<file path="src/rtl/screen_gen.sv">
// screen_gen: Z88 blink LCD renderer. Walks the screen base file, fetches each
// cell's attribute pair and glyph row over a req/ack read port, applies the
// underline/reverse/grey/flash effects and packs the pixels into OUT_W-bit
// VRAM words, flushing a zero-padded partial word at the end of every line.
module screen_gen #(
  parameter int unsigned COLS    = 108,
  parameter int unsigned ROWS    = 64,
  parameter int unsigned OUT_W   = 4,
  parameter int unsigned WORD_AW = 8
) (
  input  logic                   clk,
  input  logic                   rin,
  input  logic                   clk_ena,
  input  logic                   lcdon,
  input  logic                   t_1s,
  input  logic                   t_5ms,
  input  logic [12:0]            pb0,
  input  logic [9:0]             pb1,
  input  logic [8:0]             pb2,
  input  logic [10:0]            pb3,
  input  logic [10:0]            sbr,
  output logic                   mem_req,
  output logic [21:0]            mem_addr,
  input  logic                   mem_ack,
  input  logic [7:0]             mem_data,
  output logic [6+WORD_AW-1:0]   vram_a,
  output logic [OUT_W-1:0]       vram_do,
  output logic                   vram_we,
  output logic                   frame
);

  // Packer is one bit wider than the worst case (OUT_W-1 leftover + 8 new)
  // so the glyph alignment below never needs a zero-width pad.
  localparam int unsigned PW = OUT_W + 8;

  localparam logic [2:0] IDLE   = 3'd0;
  localparam logic [2:0] SBA_LO = 3'd1;
  localparam logic [2:0] SBA_HI = 3'd2;
  localparam logic [2:0] GLYPH  = 3'd3;
  localparam logic [2:0] EMIT   = 3'd4;
  localparam logic [2:0] EOL    = 3'd5;

  localparam logic [6:0]         LAST_COL  = 7'(COLS - 1);
  localparam logic [5:0]         LAST_LINE = 6'(ROWS - 1);
  localparam logic [4:0]         OUT_W_C   = 5'(OUT_W);
  localparam logic [WORD_AW-1:0] WORD_ONE  = WORD_AW'(1);
  localparam logic [WORD_AW-1:0] WORD_MAX  = {WORD_AW{1'b1}};

  // Registered state
  logic [2:0]          state_q, state_d;
  logic [6:0]          col_q, col_d;
  logic [5:0]          line_q, line_d;
  logic [WORD_AW-1:0]  word_q, word_d;
  logic                wsat_q, wsat_d;
  logic [8:0]          sba_q, sba_d;
  logic                hrs_q, hrs_d;
  logic                rev_q, rev_d;
  logic                fls_q, fls_d;
  logic                gry_q, gry_d;
  logic                und_q, und_d;
  logic [PW-1:0]       pk_q, pk_d;
  logic [4:0]          cnt_q, cnt_d;
  logic                wrap_q, wrap_d;

  // Next values of the registered outputs
  logic                mem_req_d;
  logic [21:0]         mem_addr_d;
  logic [6+WORD_AW-1:0] vram_a_d;
  logic [OUT_W-1:0]    vram_do_d;
  logic                vram_we_d;
  logic                frame_d;

  // Combinational helpers
  logic [2:0]    grow;
  logic [21:0]   glyph_addr;
  logic [7:0]    gfx;
  logic          six;
  logic [7:0]    gbits;
  logic [PW-1:0] gext;
  logic [4:0]    nbits;
  logic          null_cell;
  logic          do_adv;
  logic          do_wr;
  logic          eol_clr;
  logic [6:0]    col_n;
  logic [5:0]    line_n;

  assign grow      = line_q[2:0];
  assign null_cell = hrs_q & rev_q & ~fls_q & gry_q;
  // Cursor cells and all lores cells are 6 pixels wide
  assign six       = ~hrs_q | (hrs_q & rev_q & fls_q);
  assign nbits     = six ? 5'd6 : 5'd8;

  // Glyph row address selected by font bank
  always_comb begin
    if (!hrs_q && sba_q[8:6] == 3'd7) begin
      glyph_addr = {pb0, sba_q[5:0], grow};
    end else if (!hrs_q) begin
      glyph_addr = {pb1, sba_q, grow};
    end else if (und_q && sba_q[8]) begin
      glyph_addr = {pb3, sba_q[7:0], grow};
    end else begin
      glyph_addr = {pb2, und_q, sba_q, grow};
    end
  end

  // Effects on the incoming glyph byte, then MSB-align it behind the packer contents
  always_comb begin
    gfx = mem_data;
    if (und_q && !hrs_q && grow == 3'd7) gfx = 8'hFF;
    if (rev_q) gfx = ~gfx;
    if (gry_q) gfx = gfx & {8{t_5ms}};
    if (fls_q) gfx = gfx & {8{t_1s}};
    gbits = six ? {gfx[5:0], 2'b00} : gfx;
    gext  = {gbits, {OUT_W{1'b0}}} >> cnt_q;
  end

  // Next-state logic for the FSM, fetch port, packer and VRAM writer
  always_comb begin
    state_d    = state_q;
    col_d      = col_q;
    line_d     = line_q;
    word_d     = word_q;
    wsat_d     = wsat_q;
    sba_d      = sba_q;
    hrs_d      = hrs_q;
    rev_d      = rev_q;
    fls_d      = fls_q;
    gry_d      = gry_q;
    und_d      = und_q;
    pk_d       = pk_q;
    cnt_d      = cnt_q;
    wrap_d     = 1'b0;
    mem_req_d  = mem_req;
    mem_addr_d = mem_addr;
    vram_a_d   = vram_a;
    vram_do_d  = vram_do;
    vram_we_d  = 1'b0;
    // frame follows the EOL of the last line by one enabled cycle
    frame_d    = wrap_q;
    do_adv     = 1'b0;
    do_wr      = 1'b0;
    eol_clr    = 1'b0;
    col_n      = col_q + 7'd1;
    line_n     = (line_q == LAST_LINE) ? 6'd0 : line_q + 6'd1;

    // In each read state mem_req is high on entry; once it has been dropped
    // after the ack, the following cycle moves on.
    case (state_q)
      IDLE: begin
        state_d    = SBA_LO;
        mem_req_d  = 1'b1;
        mem_addr_d = {sbr, line_q[5:3], col_q, 1'b0};
      end
      SBA_LO: begin
        if (mem_req) begin
          if (mem_ack) begin
            sba_d[7:0] = mem_data;
            mem_req_d  = 1'b0;
          end
        end else begin
          state_d    = SBA_HI;
          mem_req_d  = 1'b1;
          mem_addr_d = {sbr, line_q[5:3], col_q, 1'b1};
        end
      end
      SBA_HI: begin
        if (mem_req) begin
          if (mem_ack) begin
            hrs_d     = mem_data[5];
            rev_d     = mem_data[4];
            fls_d     = mem_data[3];
            gry_d     = mem_data[2];
            und_d     = mem_data[1];
            sba_d[8]  = mem_data[0];
            mem_req_d = 1'b0;
          end
        end else if (null_cell) begin
          do_adv = 1'b1;
        end else begin
          state_d    = GLYPH;
          mem_req_d  = 1'b1;
          mem_addr_d = glyph_addr;
        end
      end
      GLYPH: begin
        if (mem_req) begin
          if (mem_ack) begin
            pk_d      = pk_q | gext;
            cnt_d     = cnt_q + nbits;
            mem_req_d = 1'b0;
          end
        end else if (cnt_q >= OUT_W_C) begin
          state_d = EMIT;
        end else begin
          do_adv = 1'b1;
        end
      end
      EMIT: begin
        do_wr = 1'b1;
        pk_d  = pk_q << OUT_W;
        cnt_d = cnt_q - OUT_W_C;
        if (cnt_d < OUT_W_C) do_adv = 1'b1;
      end
      EOL: begin
        // Lower packer bits are always zero, so the top slice is already padded
        do_wr      = (cnt_q != 5'd0);
        eol_clr    = 1'b1;
        pk_d       = '0;
        cnt_d      = 5'd0;
        col_d      = 7'd0;
        line_d     = line_n;
        wrap_d     = (line_q == LAST_LINE);
        state_d    = SBA_LO;
        mem_req_d  = 1'b1;
        mem_addr_d = {sbr, line_n[5:3], 7'd0, 1'b0};
      end
      default: begin
        state_d   = IDLE;
        mem_req_d = 1'b0;
      end
    endcase

    // Column advance: next cell, or end of line after the last column
    if (do_adv) begin
      if (col_q == LAST_COL) begin
        state_d = EOL;
      end else begin
        col_d      = col_n;
        state_d    = SBA_LO;
        mem_req_d  = 1'b1;
        mem_addr_d = {sbr, line_q[5:3], col_n, 1'b0};
      end
    end

    // VRAM write; the index saturates at its maximum and later writes are dropped
    if (do_wr && !wsat_q) begin
      vram_we_d = 1'b1;
      vram_a_d  = {line_q, word_q};
      vram_do_d = pk_q[PW-1 -: OUT_W];
      if (word_q == WORD_MAX) wsat_d = 1'b1;
      else                    word_d = word_q + WORD_ONE;
    end

    if (eol_clr) begin
      word_d = '0;
      wsat_d = 1'b0;
    end

    // Display off: synchronous return to idle
    if (!lcdon) begin
      state_d   = IDLE;
      col_d     = 7'd0;
      line_d    = 6'd0;
      word_d    = '0;
      wsat_d    = 1'b0;
      pk_d      = '0;
      cnt_d     = 5'd0;
      wrap_d    = 1'b0;
      mem_req_d = 1'b0;
      vram_a_d  = '0;
      vram_we_d = 1'b0;
      frame_d   = 1'b0;
    end
  end

  // State and output registers, advanced only on enabled cycles
  always_ff @(posedge clk or posedge rin) begin
    if (rin) begin
      state_q  <= IDLE;
      col_q    <= 7'd0;
      line_q   <= 6'd0;
      word_q   <= '0;
      wsat_q   <= 1'b0;
      sba_q    <= 9'd0;
      hrs_q    <= 1'b0;
      rev_q    <= 1'b0;
      fls_q    <= 1'b0;
      gry_q    <= 1'b0;
      und_q    <= 1'b0;
      pk_q     <= '0;
      cnt_q    <= 5'd0;
      wrap_q   <= 1'b0;
      mem_req  <= 1'b0;
      mem_addr <= 22'd0;
      vram_a   <= '0;
      vram_do  <= '0;
      vram_we  <= 1'b0;
      frame    <= 1'b0;
    end else if (clk_ena) begin
      state_q  <= state_d;
      col_q    <= col_d;
      line_q   <= line_d;
      word_q   <= word_d;
      wsat_q   <= wsat_d;
      sba_q    <= sba_d;
      hrs_q    <= hrs_d;
      rev_q    <= rev_d;
      fls_q    <= fls_d;
      gry_q    <= gry_d;
      und_q    <= und_d;
      pk_q     <= pk_d;
      cnt_q    <= cnt_d;
      wrap_q   <= wrap_d;
      mem_req  <= mem_req_d;
      mem_addr <= mem_addr_d;
      vram_a   <= vram_a_d;
      vram_do  <= vram_do_d;
      vram_we  <= vram_we_d;
      frame    <= frame_d;
    end
  end

endmodule
</file>
<file path="config.mk">
export PLATFORM = sky130hd
export DESIGN_NAME = screen_gen
export DESIGN_NICKNAME = d
export VERILOG_FILES = /design/src/rtl/screen_gen.sv
export SDC_FILE = /design/constraint.sdc
export NUM_CORES = 1
export LEC_CHECK = 0
export CAP_MARGIN = 15
export CORE_ASPECT_RATIO = 1.1
export CORE_UTILIZATION = 50
export CTS_CLUSTER_DIAMETER = 30
export DETAILED_ROUTE_END_ITERATION = 10
export PLACE_DENSITY = 0.77
export REMOVE_ABC_BUFFERS = 1
export SYNTH_ARGS = -nofsm -noshare
export SYNTH_HDL_FRONTEND = slang
export SYNTH_SLANG_ARGS = --single-unit
</file>
<file path="constraint.sdc">
create_clock -name clk -period 3.4 [get_ports clk]
set_clock_uncertainty 0.05 [all_clocks]
set_input_delay 0.51 -clock clk [delete_from_list [all_inputs] [get_ports clk]]
set_output_delay 0.51 -clock clk [all_outputs]
set_load 0.05 [all_outputs]
</file>
==> run summary <==
row cnt: 41
Post-CTS Hold Buffers: 0
Worst Path Max Fanout: 17
number of global-route vias before repair: 5,328
CTS tree: done
Pwr Total: 4.90 mW
commonest non-fill, non-tap cells in the layout: clkdlybuf4s50_1 (111), dfrtp_1 (99), nand2_1 (59)
Syn Std Cell Area: 5990 um2
post-route ant nets: 0
Seq. cell area: 2480 um2
syn_area_per_cell: 9.27 um2
Worst Tran Pin Value: 819 ps
CP Capture Type: register
final setup fails: 0
PwrDens: 652 nW/um2
most common cell after layout, fill and taps aside: clkdlybuf4s50_1
total iterations of the first detailed-routing run: 6
Worst Path Arrival: 3030 ps
Synth async-reset ratio: 100%
total length of routed wires: 16,800 um
library cells used by synthesis: 72
register area share after synthesis: 41.4%
grt ovf: 0
clk slew on worst S/H paths: 70 ps
synthesized instance count: 646
Final Max Tran Viols: 0
critical path cell sequence: ha_1 -> nand2b_1 -> nor4_1 -> or4_4 -> and2_4 -> a21o_1 -> a221o_1
Final min period: 2790 ps
Placer Congestion: 0.871
Yosys reg bits: 99
ys flop type: dfrtp_1
FMAX: 358 MHz
maxcap violations: 0
Via density: 6.29
CP Launch Point: col_q[0]$_DFFE_PP0P_
Total Nets Final: 824
CP Class: reg -> reg
clock sink count: 99
post-CTS sizing: 0
Core ar.: 11,500 um2
Worst-Skew Late Latency: 350 ps
Fill cells: 945
Tcrit/Tclk final: 82.2%
status: complete, no violations
CTS H-tree lvls: 3
R2R depth: 7
Max IR drop VDD: 0.000361 V
P&R area growth vs syn: 25.5%
endpoints failing hold: 0
first-pass GRT wire length: 26,900 um
IO buf count: 111
worst endpoint required time: 3630 ps
GRT Total Usage: 27.9%
iteration-0 DRC count of the detailed router: 436
maximum clock path buffer count: 2
Clock Root Buffer: clkbuf_16
RR Startpoint: col_q[0]$_DFFE_PP0P_
Antenna Cells: 0
multi-input logic area: 3210 um2
Worst slew margin: 45.0%
slowest library cell on the worst path: a21o_1
cell depth of the worst min-delay path: 1
hold_sp: vram_we$_DFFE_PP0P_
TritonCTS Buffers: 9
CP Launch Type: register
layout cells sized above 1: 8.04%
boundary pin count: 112
initial antenna violation count: 0
Post-synth EDFFs: 0
WL/cell: 18.8 um
CP max stage delay: 570 ps
Die Wd: 106 um
Leakage: 3.18 nW
Die ar.: 12,400 um2
hpwl dp: 12,200 um
starting density of the core: 51.9%
Warnings, synthesis: 0
vias: 5,632
Remaining DRCs: 0
TNS Setup: 0 ps
pin count of the biggest net entering global routing: 52
Worst Hold Class: reg -> reg
RSZ-0062 raised after global routing: no
post-CTS setup buffer count: 0
Die Y: 117 um
[metrics by stage]
stage	hold WS [ps]	instance area, um2	std cells	worst slack, ps	util, %
floorplan	405	5780	600	250	-
global placement	415	7250	882	640	62.8
detailed placement	426	7250	882	604	62.8
CTS	442	7510	895	643	65.0
global route	453	7510	896	426	65.1
finish	438	7510	896	605	65.1
[cell usage after synthesis, types with 3 or more instances]
cell type  count  share of area, %
a211o_1        4              0.59
a211oi_1      12               1.5
a21boi_0       5              0.63
a21o_1         4              0.50
a21oi_1       32               2.7
a221o_1       17               2.8
a221oi_1       3              0.44
a222oi_1       5              0.84
a22o_1        25               3.7
a22oi_1        5              0.63
a31oi_1        7              0.73
a32oi_1        3              0.44
and3_1         6              0.63
and4_1         3              0.44
buf_2          7              0.59
buf_6          3              0.56
clkbuf_1      34               2.1
dfrtp_1       99                41
ha_1          10               2.1
inv_1         22               1.4
mux2_2        15               2.8
mux2i_1       14               2.3
nand2_1       59               3.7
nand2b_1       5              0.52
nand3_1       20               1.7
nand3b_1       5              0.63
nand4_1        8              0.84
nor2_1        53               3.3
nor2b_1       11               1.1
nor3_1        16               1.3
o211ai_1       6              0.75
o21a_1         5              0.63
o21ai_0       36               3.0
o221ai_1       7               1.0
o2bb2ai_1      6              0.88
o31ai_1        5              0.63
or3_1          8              0.84
xnor2_1       14               2.0
xor2_1         6              0.88
[registers in the layout (all words and copies together), names as in the netlist]
| signal | count |
|---|---|
| sba_q | 9 |
| line_q | 6 |
| vram_a | 14 |
| word_q | 8 |
| pk_q | 12 |
| hrs_q | 1 |
| wrap_q | 1 |
| mem_addr | 22 |
| fls_q | 1 |
| state_q | 3 |
| und_q | 1 |
| cnt_q | 4 |
| frame | 1 |
| rev_q | 1 |
| col_q | 7 |
| mem_req | 1 |
| vram_we | 1 |
| vram_do | 4 |
| wsat_q | 1 |
| gry_q | 1 |
[area by class of cell]
| type | instances | area share [%] |
|---|---|---|
| inverter | 23 | 1.18 |
| clock inverter | 2 | 0.200 |
| multi-input combinational | 478 | 42.8 |
| sequential | 99 | 33.0 |
| clock buffer | 11 | 3.23 |
| tap | 150 | 2.50 |
| timing repair buffer | 133 | 17.1 |
[critical path: cells and delay by family, from the launching register on]
kind            cells  cell delay (ps)
flops               1              420
fa+ha+maj           1              290
simple gates        4             1120
compound gates      2              840
[per-layer routing]
metal  global-route usage, %  vias up  wire length, um
li1                        -     2618                -
met1                    36.4     2718             7180
met2                    45.3      267             7960
met3                    6.08       29             1340
met4                    11.2        0              346
met5                       0        -                0
[where the power goes]
group	total (mW)	internal, mW	switching, mW	leakage (nW)
logic	2.27	0.918	1.35	1.74
clock network	0.931	0.504	0.427	0.120
registers	1.70	1.41	0.286	1.32
[final timing paths]
| path | to | slack, ps |
|---|---|---|
| min | vram_we$_DFFE_PP0P_ | 440 |
| max reg2reg | mem_addr[18]$_DFFE_PP0P_ | 610 |
| max | mem_addr[18]$_DFFE_PP0P_ | 610 |
| max in group asynchronous | fls_q$_DFFE_PP0P_ | 2060 |
| min reg2reg | vram_we$_DFFE_PP0P_ | 440 |
| min in group asynchronous | word_q[7]$_DFFE_PP0P_ | 550 |
[cell families (layout without fill, tap and decap cells)]
| family | count (synthesis) | count (layout) | share of synthesized area, % |
|---|---|---|---|
| AOI/OAI and AO/OA | 206 | 206 | 25.3 |
| and+or+nand+nor | 212 | 212 | 17.9 |
| buffers and inverters | 69 | 169 | 4.91 |
| muxes | 29 | 29 | 5.16 |
| xor gates and xnor gates | 20 | 20 | 2.93 |
| adders and majority gates | 11 | 11 | 2.42 |
| DFF | 99 | 99 | 41.4 |
No activity file was read; power rests on OpenSTA's default activity.
